**src/rtl/fifo_async_wptr_full.sv**
```systemverilog
// fifo_async_wptr_full
// Write-domain pointer and status stage of the SDRAM controller's async FIFO.
// Keeps the binary write pointer, exports a registered Gray write pointer,
// synchronizes the read domain's Gray pointer through two flops, and derives
// full / almost-full / fill level. Everything here runs on the write clock.
//
// Ports
//   clk        write-domain clock, rising edge
//   rst_n      asynchronous active-low reset
//   winc       write request for this cycle
//   rptr_gray  Gray read pointer from the read domain (asynchronous)
//   wen        RAM write enable (combinational)
//   waddr      RAM write address
//   wptr_gray  registered Gray write pointer for the read-domain synchronizer
//   wfull      registered full flag
//   wafull     registered almost-full flag (fill level >= AFULL_TH)
//   wlevel     registered fill level as seen from the write side
module fifo_async_wptr_full #(
   parameter int ADDR_WIDTH = 4,
   parameter int AFULL_TH   = 12
) (
   input  logic                  clk,
   input  logic                  rst_n,
   input  logic                  winc,
   input  logic [ADDR_WIDTH:0]   rptr_gray,
   output logic                  wen,
   output logic [ADDR_WIDTH-1:0] waddr,
   output logic [ADDR_WIDTH:0]   wptr_gray,
   output logic                  wfull,
   output logic                  wafull,
   output logic [ADDR_WIDTH:0]   wlevel
);

   localparam logic [ADDR_WIDTH:0] AFULL_TH_L = (ADDR_WIDTH+1)'(AFULL_TH);

   logic [ADDR_WIDTH:0] wbin_q, wbin_d;
   logic [ADDR_WIDTH:0] wgray_q, wgray_d;
   logic [ADDR_WIDTH:0] rq1_q, rq2_q;
   logic [ADDR_WIDTH:0] rbin_sync;
   logic [ADDR_WIDTH:0] level_d;
   logic                wfull_q, wfull_d;
   logic                wafull_q, wafull_d;
   logic [ADDR_WIDTH:0] wlevel_q;
   logic                accept;

   // Gated by rst_n so the RAM never sees a write while the pointer is held
   // in reset.
   assign accept = winc & ~wfull_q & rst_n;

   always_comb begin
      rbin_sync = '0;
      rbin_sync[ADDR_WIDTH] = rq2_q[ADDR_WIDTH];
      for (int i = ADDR_WIDTH - 1; i >= 0; i--) begin
         rbin_sync[i] = rbin_sync[i+1] ^ rq2_q[i];
      end
   end

   always_comb begin
      wbin_d   = wbin_q + {{ADDR_WIDTH{1'b0}}, accept};
      wgray_d  = wbin_d ^ (wbin_d >> 1);
      level_d  = wbin_d - rbin_sync;
      // Full when the write pointer is exactly one lap ahead: top two Gray
      // bits inverted, the rest equal.
      wfull_d  = (wgray_d == {~rq2_q[ADDR_WIDTH:ADDR_WIDTH-1], rq2_q[ADDR_WIDTH-2:0]});
      wafull_d = (level_d >= AFULL_TH_L);
   end

   always_ff @(posedge clk or negedge rst_n) begin
      if (!rst_n) begin
         wbin_q   <= '0;
         wgray_q  <= '0;
         rq1_q    <= '0;
         rq2_q    <= '0;
         wfull_q  <= 1'b0;
         wafull_q <= 1'b0;
         wlevel_q <= '0;
      end else begin
         wbin_q   <= wbin_d;
         wgray_q  <= wgray_d;
         rq1_q    <= rptr_gray;
         rq2_q    <= rq1_q;
         wfull_q  <= wfull_d;
         wafull_q <= wafull_d;
         wlevel_q <= level_d;
      end
   end

   assign wen       = accept;
   assign waddr     = wbin_q[ADDR_WIDTH-1:0];
   assign wptr_gray = wgray_q;
   assign wfull     = wfull_q;
   assign wafull    = wafull_q;
   assign wlevel    = wlevel_q;

endmodule

```
**config.mk**
```make
export PLATFORM = sky130hd
export DESIGN_NAME = fifo_async_wptr_full
export DESIGN_NICKNAME = d
export VERILOG_FILES = /design/src/rtl/fifo_async_wptr_full.sv
export SDC_FILE = /design/constraint.sdc
export NUM_CORES = 1
export LEC_CHECK = 0
export BUFFER_PORTS_ARGS = -buffer_cell sky130_fd_sc_hd__buf_2
export CAP_MARGIN = 25
export CORE_MARGIN = 4
export CORE_UTILIZATION = 25
export DETAILED_ROUTE_END_ITERATION = 10
export HOLD_SLACK_MARGIN = 0.03
export SETUP_SLACK_MARGIN = 0.15
export SYNTH_ARGS = -nofsm -noshare
export SYNTH_HDL_FRONTEND = slang
export SYNTH_SLANG_ARGS = --single-unit
```
**constraint.sdc**
```tcl
create_clock -name clk -period 3 [get_ports clk]
set_input_delay 0.6 -clock clk [delete_from_list [all_inputs] [get_ports clk]]
set_output_delay 0.6 -clock clk [all_outputs]
set_load 0.005 [all_outputs]
```
---- Word-level counts from Yosys, hierarchy flattened ----
Index checks and enable logic that the tools add are counted.
storage, ports and cells
  bits of input ports ..................... 8
  register bits after elaboration ......... 27
  memories kept ........................... 0
  output and inout port bits .............. 17
  RAM bits ................................ 0
  bits in read-only memories .............. 0
  logic and storage cells ................. 20
  latch bits .............................. 0
cells by class
  shift operators ......................... 0
  eq/ne operators ......................... 1
  multiply operators ...................... 0
  $lt $le $gt $ge ......................... 1
  $add $sub $neg .......................... 2
  multiplexer cells ....................... 0
  div/mod/pow operators ................... 0
  bitwise operators ....................... 9
  reductions and logical operators ........ 0
operator list
  cell                                                                number
  adder 5 x 1 -> 5 bit                                                1
  == test 5 bit                                                       1
  greater-or-equal comparator 5 x 4 -> 1 bit (second input constant)  1
  subtractor 5 bit                                                    1
  XOR 5 x 4 -> 5 bit                                                  1
  XOR 1 bit                                                           4
  bitwise AND 1 bit                                                   2
  inverter 2 bit                                                      1
  inverter 1 bit                                                      1

---- Logic depth before layout (Yosys ltp) ----
  word-level depth ........................ 6
  gate-level depth with buffers ........... 10

---- Worst setup path after synthesis ----
Ideal clock, no wire load.
  path type ............................... input to register
  from .................................... input rst_n
  to ...................................... register wafull_q (netlist: wafull)
  required time ........................... 2.853 ns
  slack ................................... 0.484 ns
  arrival time ............................ 2.369 ns
  cell stages on the path ................. 9
  path buffers ............................ 0
  setup time .............................. 0.147 ns
  path through ............................ and3b_1 ha_1 ha_1 xor2_2 ha_1 nor2b_1 o21ai_0 a21o_1 o311ai_0
on the way
  longest elaborated chain between the ends .. 4
ends and longest elaborated chain
  what                                        line  text
  start: declaration                          23    input logic rst_n,
  bitwise AND 1 bit                           48    assign accept = winc & ~wfull_q & rst_n;
  adder 5 x 1 -> 5 bit                        59    wbin_d = wbin_q + {{ADDR_WIDTH{1'b0}}, accept};
  net wbin_d[2]                               36    logic [ADDR_WIDTH:0] wbin_q, wbin_d;
  subtractor 5 bit                            61    level_d = wbin_d - rbin_sync;
  greater-or-equal comparator 5 x 4 -> 1 bit  65    wafull_d = (level_d >= AFULL_TH_L);
  net wafull_d                                42    logic wafull_q, wafull_d;
  end signal: assignment                      83    wafull_q <= wafull_d;
  end: declaration                            42
The timed path passes the listed nets, and every way through them passes these cells.

---- Worst setup path in the final report ----
  from .................................... register rq2_q[4]
  to ...................................... register wafull_q (netlist: wafull)
on the way
  longest elaborated chain between the ends .. 6
ends and longest elaborated chain
  what                                          line  text
  start: declaration                            38    logic [ADDR_WIDTH:0] rq1_q, rq2_q;
  start signal: assignment                      81    rq2_q <= rq1_q;
  XOR 1 bit (4 in series)                       54    rbin_sync[i] = rbin_sync[i+1] ^ rq2_q[i];
  subtractor 5 bit *                            61
  greater-or-equal comparator 5 x 4 -> 1 bit *  65
  net wafull_d                                  42
The timed path passes the listed nets; every way through them passes the cells marked *.

==> flow_summary.json <==
{
  "synth_edf_count": 0,
  "ff2ff_path_depth": 10,
  "synth.area.mux_share": 0.008639,
  "place_ws_ns": 0.2400,
  "crit_slowest_cell": "fa_1",
  "post_cts.repair.setup_buffers": 0,
  "crit_family": "XOR/XNOR gates",
  "ys_ff_latch": 26,
  "grt_pass1_vias": 695,
  "criticalPathCategory": "register to register",
  "regToRegStartpoint": "rq2_q[4]",
  "worstMarginPinSlew_ns": 0.3694,
  "vias_per_cell": 4.084,
  "slew_violations": 0,
  "avgRoutedWirePerCell_um": 11.99,
  "min_period_ns": 2.576,
  "synth_xor_area_frac": 0.1760,
  "synthCells": 88,
  "floorplan.initialDensity": 0.2625,
  "synth_top_family_by_area": "XOR/XNOR gates",
  "reg2reg_slack_ns": 0.42,
  "yosysSeqAreaShare": 0.5616,
  "synth.distinct_cells": 28,
  "avgSynthCellArea_um2": 13.17,
  "synthSimpleGateAreaFrac": 0.07667,
  "drtIter0Drc": 8,
  "setup_tns_ns": 0,
  "min_path_type": "primary input to asynchronous set/reset pin",
  "leakage_nw": 0.6888,
  "wl_um": 2003,
  "hold_viol": 0,
  "gr-usage-all-layers": 0.07356,
  "cts_buffers": 3,
  "grt_max_degree": 27,
  "drive_gt1_frac": 0.2870,
  "skew_ns": 0.001663,
  "gp_congestion": 0.7436,
  "synth_compound_area_frac": 0.05076,
  "grt_first_pass_wirelength_um": 3498,
  "final_nets": 132,
  "synth_most_common_cell": "dfrtp_1",
  "clk_pin_slew_ns": 0.09,
  "synth_area_leaders": "dfrtp_1 56%, ha_1 7.6%, xnor2_1 7.6%, xor2_1 5.3%, inv_1 2.6%",
  "finalSetupViolCount": 0,
  "htreeDepth": 1,
  "ys.warnings.count": 0,
  "die_x_um": 76.08,
  "timing.fmax_mhz": 388.2,
  "synth_top_area_cell": "dfrtp_1",
  "cts_tree": "done",
  "crit_required_ns": 3.16,
  "synthArstFlopShare": 1.000,
  "die_area_mm2": 0.005787,
  "period_share": 0.8586,
  "relSlewSlack": 0.7529,
  "hold_buffers": 0,
  "rsz0062_at_grt": "no",
  "post-route-drc-count": 0,
  "nFillCells": 437,
  "netlist_top_cells_count": "26 x dfrtp_1, 10 x xnor2_1, 8 x inv_1",
  "crit_fanout": 3,
  "port_buffers": 24,
  "finalPower_mw": 1.440,
  "r2r_end": "wafull",
  "clkSinkCount": 26,
  "crit_buf_inv": 0,
  "endpoint_kind": "register",
  "hold_ws_ns": 0.3248,
  "clk_path_buf_depth": 2,
  "postRouteAntennaNets": 0,
  "multi_input_area_um2": 476.7,
  "seq_area_um2": 650.6,
  "antenna_found_initial": 0,
  "ir_drop_mv": 0.4667,
  "rows": 24,
  "dr_total_vias": 682,
  "slowest_delay_ns": 0.44,
  "critPathLaunchType": "register",
  "powerDensity_mw_per_mm2": 1025,
  "firstDrtPassIters": 2,
  "final_cells": 167,
  "critical_path.cell_chain": "xnor2_2 > xor2_1 > xor2_2 > xnor2_1 > ha_1 > fa_1 > nor2b_1 > o21ai_0 > a21o_1 > o311ai_0",
  "synth_top_area_share": 0.5616,
  "area_delta_synth_final_pct": 21.27,
  "status": "finished clean",
  "hpwl_um": 1571,
  "overflow": 0,
  "num_antenna_cells": 0,
  "core_mm2": 0.004414,
  "maxCapViolCount": 0,
  "io_pins": 25,
  "dp_cells": 163,
  "synth-adder-area-share": 0.09287,
  "insertion_delay_ns": 0.27,
  "syn_area_mm2": 0.001159,
  "synthFlopType": "dfrtp_1",
  "synthesis.nets": 104,
  "crit_arrival_ns": 2.73,
  "die_h_um": 76.08,
  "cts-root-buf": "clkbuf_8",
  "fin_ws_ns": 0.4242
}
-- worst max path at each step --
stage	from	endpoint	slack [ns]	depth (start not counted)
3_3_place_gp	rst_n	wafull	0.28	10
6_report	rq2_q[4]	wafull	0.42	10
2_1_floorplan	rst_n	wafull	0.48	9
4_1_cts	rq2_q[4]	wafull	0.34	10
5_1_grt	rq2_q[4]	wafull	0.17	10
3_5_place_dp	rst_n	wafull	0.24	10
-- cells in the final DEF (no fill, tap or decap) --
cell and instances:
a22oi_1 1, ha_1 7, nand3b_1 1, xor2_2 2
xnor3_1 1, o311ai_0 1, xor2_1 6, a21boi_0 1
buf_4 1, clkbuf_8 4, inv_1 8, and3b_1 1
nor3b_1 1, mux2i_1 1, nor4_2 1, dfrtp_1 26
buf_2 24, nor2_1 2, a21boi_1 1, nand2_1 3
and2_1 1, o211a_1 1, a21o_1 1, nor2b_1 2
xnor2_1 10, fa_1 1, o21ai_0 2, xnor2_2 1
nand3_1 3
-- layer usage --
metal,global-route usage,up-vias,routed length [µm]
met5,0,-,0
met4,0.03147,0,34
met3,0.01655,5,101
met2,0.1045,22,866
met1,0.1063,319,1001
li1,-,336,-
-- logic make-up after synthesis --
group	count (synthesis)
adders and majority gates	8
buffers and inverters	10
xor gates and xnor gates	20
muxes	1
and+or+nand+nor	15
DFF	26
AOI/OAI and AO/OA	8
-- flip-flops by register name, indices dropped and copies added (netlist names) --
name       cells
wafull         1
wbin_q         5
wlevel         5
rq2_q          5
wptr_gray      4
rq1_q          5
wfull          1
-- repair_timing --
item	CTS	global route
endpoints found under the hold margin	0	0
resized for setup	0	1
setup endpoints to repair	0	1
-- report_power, final --
part           switching, mW  internal, mW  leakage (nW)
Combinational          0.341         0.326         0.353
Sequential            0.0774         0.471         0.307
Clock                  0.107         0.117        0.0288
-- cell type report --
type | instances | area share
Clock buffer | 4 | 0.03918
Multi-Input combinational cell | 52 | 0.3393
Sequential cell | 26 | 0.4630
Tap cell | 52 | 0.04630
Timing Repair Buffer | 25 | 0.09083
Inverter | 8 | 0.02137
-- metrics by stage --
stage,area (µm²),utilization
2_1_floorplan,1159,-
4_1_cts,1398,0.3166
3_5_place_dp,1343,0.3041
5_1_grt,1405,0.3183
6_report,1405,0.3183
3_3_place_gp,1343,0.3041
No activity file was read; power rests on OpenSTA's default activity.
